==> src/rtl/mips_bridge_pkg.sv <==
// Shared types and helpers for the MIPS CPU to wait-request bus bridge.
package mips_bridge_pkg;

  typedef enum logic [2:0] {
    IDLE,
    FETCH,
    DATA,
    EXEC,
    HALT,
    ERROR
  } bridge_state_e;

  localparam logic [3:0] BYTEEN_WORD = 4'b1111;

  // Reverses byte order: {b0,b1,b2,b3} becomes {b3,b2,b1,b0}.
  function automatic logic [31:0] byte_swap(input logic [31:0] w);
    return {w[7:0], w[15:8], w[23:16], w[31:24]};
  endfunction

endpackage

==> src/rtl/mips_bus_bridge_watchdog.sv <==
// Stall counter for the bus bridge: flags expiry on the stalled cycle that
// brings the consecutive-stall count up to TIMEOUT_CYCLES.
module bridge_watchdog #(
  parameter int unsigned TIMEOUT_CYCLES = 255
) (
  input  logic clk,
  input  logic reset,
  input  logic count_en,
  input  logic clear,
  output logic expired
);

  localparam logic [15:0] LAST_COUNT = 16'(TIMEOUT_CYCLES - 1);

  // Number of stalled cycles already seen in the current transfer.
  logic [15:0] count_q;

  always_ff @(posedge clk or negedge reset) begin
    if (!reset) begin
      count_q <= '0;
    end else if (clear) begin
      count_q <= '0;
    end else if (count_en) begin
      count_q <= count_q + 16'd1;
    end
  end

  assign expired = count_en && (count_q == LAST_COUNT);

endmodule

==> src/rtl/mips_bus_bridge.sv <==
// Serialises the MIPS core's instruction fetch and optional data access onto
// one wait-request bus. Optional byte swapping via MIPS_BRIDGE_BYTE_SWAP_EN.
module mips_bus_bridge
  import mips_bridge_pkg::*;
#(
  parameter int unsigned  TIMEOUT_CYCLES = 255,
  parameter logic [31:0]  RESET_VECTOR   = 32'hBFC00000
) (
  input  logic        clk,
  input  logic        reset,
  input  logic [31:0] cpu_instr_address,
  output logic [31:0] cpu_instr_readdata,
  input  logic [31:0] cpu_data_address,
  input  logic [31:0] cpu_data_writedata,
  input  logic        cpu_data_read,
  input  logic        cpu_data_write,
  output logic [31:0] cpu_data_readdata,
  input  logic        cpu_active,
  output logic        cpu_clock_enable,
  output logic [31:0] bus_address,
  output logic        bus_read,
  output logic        bus_write,
  output logic [31:0] bus_writedata,
  output logic [3:0]  bus_byteenable,
  input  logic        bus_waitrequest,
  input  logic [31:0] bus_readdata,
  output logic        timeout
);

  bridge_state_e state_q;
  logic [31:0]   instr_q;
  logic [31:0]   data_q;

  logic          rd_req;
  logic          wr_req;
  logic          req_active;
  logic [31:0]   req_addr;
  logic [31:0]   req_wdata;
  logic [31:0]   rd_word;
  logic [31:0]   wr_word;
  logic          wd_expired;

`ifdef MIPS_BRIDGE_BYTE_SWAP_EN
  assign rd_word = byte_swap(bus_readdata);
  assign wr_word = byte_swap(cpu_data_writedata);
`else
  assign rd_word = bus_readdata;
  assign wr_word = cpu_data_writedata;
`endif

  // Requests decode straight from state so a load/store completes inside the
  // single DATA cycle; the CPU holds its inputs until the commit strobe, which
  // keeps the request stable across stalls.
  always_comb begin
    // NOTE: every output of this block gets a default first, so no path can
    // leave a value unassigned and infer a latch.
    rd_req    = 1'b0;
    wr_req    = 1'b0;
    req_addr  = RESET_VECTOR;
    req_wdata = '0;
    case (state_q)
      FETCH: begin
        rd_req   = 1'b1;
        req_addr = {cpu_instr_address[31:2], 2'b00};
      end
      DATA: begin
        if (cpu_data_read) begin
          rd_req   = 1'b1;
          req_addr = {cpu_data_address[31:2], 2'b00};
        end else if (cpu_data_write) begin
          wr_req    = 1'b1;
          req_addr  = {cpu_data_address[31:2], 2'b00};
          req_wdata = wr_word;
        end
      end
      default: ;
    endcase
  end

  assign req_active = rd_req | wr_req;

  bridge_watchdog #(
    .TIMEOUT_CYCLES (TIMEOUT_CYCLES)
  ) u_watchdog (
    .clk      (clk),
    .reset    (reset),
    .count_en (req_active & bus_waitrequest),
    .clear    (~req_active | ~bus_waitrequest),
    .expired  (wd_expired)
  );

  always_ff @(posedge clk or negedge reset) begin
    if (!reset) begin
      state_q <= IDLE;
      instr_q <= '0;
      data_q  <= '0;
    end else begin
      // NOTE: sequential state uses non-blocking assignments so every
      // register samples pre-edge values regardless of statement order.
      case (state_q)
        IDLE: state_q <= FETCH;
        FETCH: begin
          if (wd_expired) begin
            state_q <= ERROR;
          end else if (!bus_waitrequest) begin
            instr_q <= rd_word;
            state_q <= DATA;
          end
        end
        DATA: begin
          if (wd_expired) begin
            state_q <= ERROR;
          end else if (!req_active) begin
            state_q <= EXEC;
          end else if (!bus_waitrequest) begin
            if (rd_req) data_q <= rd_word;
            state_q <= EXEC;
          end
        end
        EXEC:    state_q <= cpu_active ? FETCH : HALT;
        default: state_q <= state_q;
      endcase
    end
  end

  assign cpu_instr_readdata = instr_q;
  assign cpu_data_readdata  = data_q;
  assign cpu_clock_enable   = (state_q == EXEC);
  assign timeout            = (state_q == ERROR);
  assign bus_address        = req_addr;
  assign bus_read           = rd_req;
  assign bus_write          = wr_req;
  assign bus_writedata      = req_wdata;
  assign bus_byteenable     = req_active ? BYTEEN_WORD : 4'b0000;

endmodule
==> config.mk <==
export PLATFORM = sky130hd
export DESIGN_NAME = mips_bus_bridge
export DESIGN_NICKNAME = d
export VERILOG_FILES = /design/src/rtl/mips_bridge_pkg.sv /design/src/rtl/mips_bus_bridge_watchdog.sv /design/src/rtl/mips_bus_bridge.sv
export SDC_FILE = /design/constraint.sdc
export NUM_CORES = 1
export LEC_CHECK = 0
export ABC_AREA = 1
export BUFFER_PORTS_ARGS = -buffer_cell sky130_fd_sc_hd__buf_2
export CAP_MARGIN = 20
export CORE_UTILIZATION = 40
export DETAILED_ROUTE_END_ITERATION = 8
export HOLD_SLACK_MARGIN = 0.15
export PLACE_DENSITY_LB_ADDON = 0.25
export SLEW_MARGIN = 20
export SYNTH_ARGS = -nofsm -noshare
export SYNTH_HDL_FRONTEND = slang
export SYNTH_SLANG_ARGS = --single-unit
==> constraint.sdc <==
create_clock -name clk -period 2.62 [get_ports clk]
set_input_delay 0 -clock clk [delete_from_list [all_inputs] [get_ports clk]]
set_output_delay 0 -clock clk [all_outputs]
set_load 0.02 [all_outputs]
Word-level counts from Yosys, hierarchy flattened --
Index checks and enable logic that the tools add are counted.
Storage, ports and cells: input port bits 134, output and inout port bits 136, register bits after elaboration 83
Cells by class: reduce and logical (&&, ||, !) cells 7, bitwise gates (word level) 6, $add $sub $neg 1, equal/unequal tests 7, multiplexer cells 21
Operators with widths (number):
- $mux 32 | 5
- $pmux 32 s2 | 1
- $mux 16 | 2
- $mux 3 | 6
- $add 16x1->16 const B | 1
- $eq 16x8->1 const B | 1
- $pmux 3 s4 | 1
- $eq 3x2->1 const B | 2
- $reduce_and 3->1 | 2
- $reduce_and 5->1 | 1
- $mux 1 | 4
- $mux 4 | 1
- $ne 4x3->1 const B | 1
- $reduce_bool 4->1 | 1
- $eq 3x1->1 const B | 1
- $eq 3x3->1 const B | 1
- $logic_not 3->1 | 1
- $ne 3x2->1 const B | 1
- $not 1->1 | 3
- $or 1x1->1 | 2
- $pmux 1 s2 | 1
- $reduce_bool 2->1 | 1
- $and 1x1->1 | 1
- $logic_and 1x1->1 | 1

Logic depth before layout (Yosys ltp) --
word-level depth 8, depth in mapped cells 10, gate-level depth less buffers 10

By module --
Synthesis repeated with hierarchy kept, for this count alone.
Second synthesis, totals: cell total of the unflattened synthesis 587, area, all modules 4424.2 µm²
Modules (own cells, without submodules):
- mips_bus_bridge | seq. area each 1676.6 µm², times used 1, area each 3455.8 µm², cells each 454
- bridge_watchdog | seq. area each 400.4 µm², times used 1, area each 968.4 µm², cells each 133

Worst setup path before layout --
No wires, ideal clock.
path kind reg-to-output, start register state_q[0], end output bus_writedata[22], slack 1.300 ns, buffers on the path 2, data required time 2.620 ns, data arrival time 1.320 ns, cell stages (with the launch flop) 8, path through dfrtp_1 > inv_2 > nand3_4 > inv_2 > buf_6 > nand3_4 > buf_6 > nor2_1
Between the ends: word-level cells in the longest chain between the ends 2
Ends and longest elaborated chain:
- start: declaration | line mips_bus_bridge.sv:30 | bridge_state_e state_q;
- start signal: assignment | line mips_bus_bridge.sv:120 | EXEC: state_q <= cpu_active ? FETCH : HALT;
- start signal: assignment | line mips_bus_bridge.sv:121 | default: state_q <= state_q;
- $eq 3x2->1 | line mips_bus_bridge.sv:61 | case (state_q)
- $mux 32 | line mips_bus_bridge.sv:61
- end: declaration | line mips_bus_bridge.sv:23 | output logic [31:0] bus_writedata,
No other way between the ends.

Final worst setup path --
start register state_q[0], end output bus_byteenable[0]
Between the ends: word-level cells in the longest chain between the ends 4, elaborated cells between the ends (all ways) 6, those cells by class eq/ne (2); mux (3); bitwise (1)
Ends and longest elaborated chain:
- $eq 3x2->1 or $eq 3x1->1 (tied branches) | line mips_bus_bridge.sv:61
- $pmux 1 s2 or $mux 1 (tied branches) | line mips_bus_bridge.sv:61
- $or 1x1->1 (*) | line mips_bus_bridge.sv:80 | assign req_active = rd_req | wr_req;
- $mux 4 (*) | line mips_bus_bridge.sv:134 | assign bus_byteenable = req_active ? BYTEEN_WORD : 4'b0000;
- end: declaration | line mips_bus_bridge.sv:24 | output logic [3:0] bus_byteenable,
Mark *: on every way between the ends. The rest lies on a longest branch, timed or not.

==> metrics.md <==
| Metric | Value |
|---|---|
| Dpl hpwl | `9780 um` |
| Mapped Cells | `563` |
| Ys Warns | `0` |
| CP Launch Type | `flop` |
| Post-layout util | `59.3%` |
| Placed standard-cell area | `5660 um2` |
| Core Area | `10,500 um2` |
| Per-cell routed wire length | `13.6 um` |
| Post-synthesis register bit count | `83` |
| Critical path class | `flop to output port` |
| Starting Density | `42.0%` |
| Clock transition at path regs | `0.09 ns` |
| DRT Wirelength | `13,300 um` |
| Number of global-route vias before repair | `4,314` |
| Clk_skew | `0.0104 ns` |
| Peak supply drop | `0.316 mV` |
| Status | `finished clean` |
| # Post-CTS Setup Buffers | `0` |
| Part of the Yosys area used for sequential elements | `47.1%` |
| 1st-iter DRT viols | `321` |
| First-pass GRT wire length | `20,300 um` |
| Rows | `37` |
| Pin count of the biggest net entering global routing | `84` |
| Max_cap viols | `0` |
| Mapped Area | `4410 um2` |
| First drt pass iteration count | `4` |
| Post-synth cell types | `30` |
| CP required | `2.62 ns` |
| Insertion delay to the later sink of the worst-skew pair | `0.34 ns` |
| Clock Tree Root | `clkbuf_8` |
| Antenna violations before repair | `1` |
| GRT Overall Usage | `22.6%` |
| Power after layout | `2.46 mW` |
| # resized after CTS | `0` |
| DP Worst Slack | `0.518 ns` |
| Final setup violating endpoints | `0` |
| CTS Hold Bufs | `35` |
| Die X | `107 um` |
| Syn Area/Cell | `7.83 um2` |
| CP startpoint | `state_q[0]` |
| Final Max Slew Viols | `0` |
| Finished Cell Area | `6230 um2` |
| CP max FO | `34` |
| Gpl congestion | `0.854` |
| R2r setup slk | `0.50 ns` |
| Final cycle utilization of the critical path | `86.3%` |
| CTS H-Tree Depth | `3` |
| Net count, final | `977` |
| CP Data Arrival Time | `2.26 ns` |
| Clock Sinks | `83` |
| I/O pin total | `270` |
| Slew margin rel. | `48.6%` |
| R2r startpoint | `state_q[0]` |
| Area Growth Syn to Fin | `41.3%` |
| Clk buf depth | `2` |
| Total CTS buffers | `9` |
| Die area | `11,400 um2` |
| Hold/Removal Path Class | `primary input to async pin` |
| Leak Pwr | `3.53 nW` |
| Final Hold Viols | `0` |
| Measured slew at the worst slew-check pin | `0.771 ns` |
| RSZ-0062 raised after global routing | `no` |
| Layout cell share with drive strength beyond 1 | `37.7%` |
| Worst setup EP type | `output port` |
| # fillers | `988` |
| Final ANT Viol Nets | `0` |
| Fin crit period | `2.26 ns` |
| Setup ws final | `0.359 ns` |
| Pwr/cell area | `395 nW/um2` |
| Die height | `107 um` |
| DRC viols | `0` |
| Max Clock Freq | `442 MHz` |
| Remaining global-route overflow | `0` |
| Setup TNS | `0 ns` |
| TritonCTS clock tree | `done` |
| Via count | `4,643` |
| PortBufs | `263` |
| DR vias/cell | `4.72` |
[stage by stage]
stage	hold WS [ns]	instances
CTS	0.318	982
finish	0.265	983
global placement	0.227	931
detailed placement	0.247	931
global route	0.318	983
floorplan	-0.296	564
[logic make-up after synthesis]
| family | synth area share (%) |
|---|---|
| AND/OR/NAND/NOR | 22.7 |
| other | 0.0850 |
| AO/OA/AOI/OAI | 15.6 |
| adder cells (fa/ha/maj) | 0.567 |
| XOR/XNOR | 0.794 |
| flip-flops | 47.1 |
| buffers and inverters | 13.1 |
[worst paths after layout]
path | cells after the start | endpoint
setup / recovery | 6 | bus_byteenable[0]
hold / removal | 2 | cpu_instr_readdata[6]
setup reg to reg | 6 | cpu_data_readdata[12]
hold reg to reg | 2 | cpu_instr_readdata[4]
max in group asynchronous | 2 | cpu_instr_readdata[9]
min in group clk | 4 | bus_writedata[1]
[cell type report]
type                    instances  area [um2]  share of cell area, %
diodes                          1        2.50                 0.0402
flip-flops and latches         83        2080                   33.3
well taps                     136         170                   2.73
clock inverters                 5        61.3                  0.984
inverters                      88         330                   5.30
repair buffers                299        1680                   27.0
multi-input cells             360        1760                   28.2
clock buffers                  11         151                   2.43
[synthesized netlist by cell type]
master	instances	share of area (%)
o21ai_0	54	6.1
nand3b_1	1	0.17
nand2_4	1	0.26
o21ai_2	8	1.6
o311ai_0	1	0.20
nor3_2	1	0.23
buf_4	9	1.5
nand3_1	17	1.9
ha_1	2	0.57
nand4_1	2	0.28
xor2_1	4	0.79
o21ai_1	59	6.7
nand2_2	3	0.43
a21oi_1	7	0.79
nor3_1	8	0.91
nand3_4	3	1.2
nor2_2	14	2.0
dfrtp_1	83	47
nor3b_1	1	0.17
nor2_1	44	3.7
o21a_1	1	0.17
inv_1	83	7.1
buf_6	11	2.8
clkbuf_1	6	0.51
nand3_2	2	0.45
inv_2	5	0.43
nor2_4	2	0.51
nand2_1	123	10
conb_1	1	0.085
buf_2	7	0.79
[critical path, cell delays in order, from the launching register on]
cell and delay [ns]:
dfrtp_1 0.42, inv_2 0.12, nand3_4 0.22, inv_2 0.26, nand3_4 0.36, o21ai_0 0.28, buf_2 0.23
[where the power goes]
group | internal [mW] | switching [mW]
Clock | 0.496 | 0.464
Combinational | 0.114 | 0.105
Sequential | 1.28 | 0
[layer usage]
metal  GRT usage, %  wire length [um]  vias to the layer above
li1               -                 -                     2313
met1           27.4              5330                     2099
met2           37.7              6630                      207
met3           5.17              1010                       24
met4           11.0               372                        0
met5              0                 0                        -
[registers in the layout, indices dropped and copies added, names as in the netlist]
signal and count:
state_q 3, cpu_data_readdata 32, cpu_instr_readdata 32, u_watchdog.count_q 16
[cells in the final DEF (no fill, tap or decap), types with 11 or more instances in the layout]
| cell type | synthesis | final |
|---|---|---|
| o21ai_0 | 54 | 54 |
| dlygate4sd3_1 | 0 | 35 |
| clkbuf_8 | 0 | 11 |
| nand3_1 | 17 | 17 |
| nor2_2 | 14 | 14 |
| inv_1 | 83 | 83 |
| dfrtp_1 | 83 | 83 |
| nor2_1 | 44 | 44 |
| buf_2 | 7 | 262 |
| o21ai_1 | 59 | 59 |
| nand2_1 | 123 | 123 |
No activity file was read; power rests on OpenSTA's default activity.
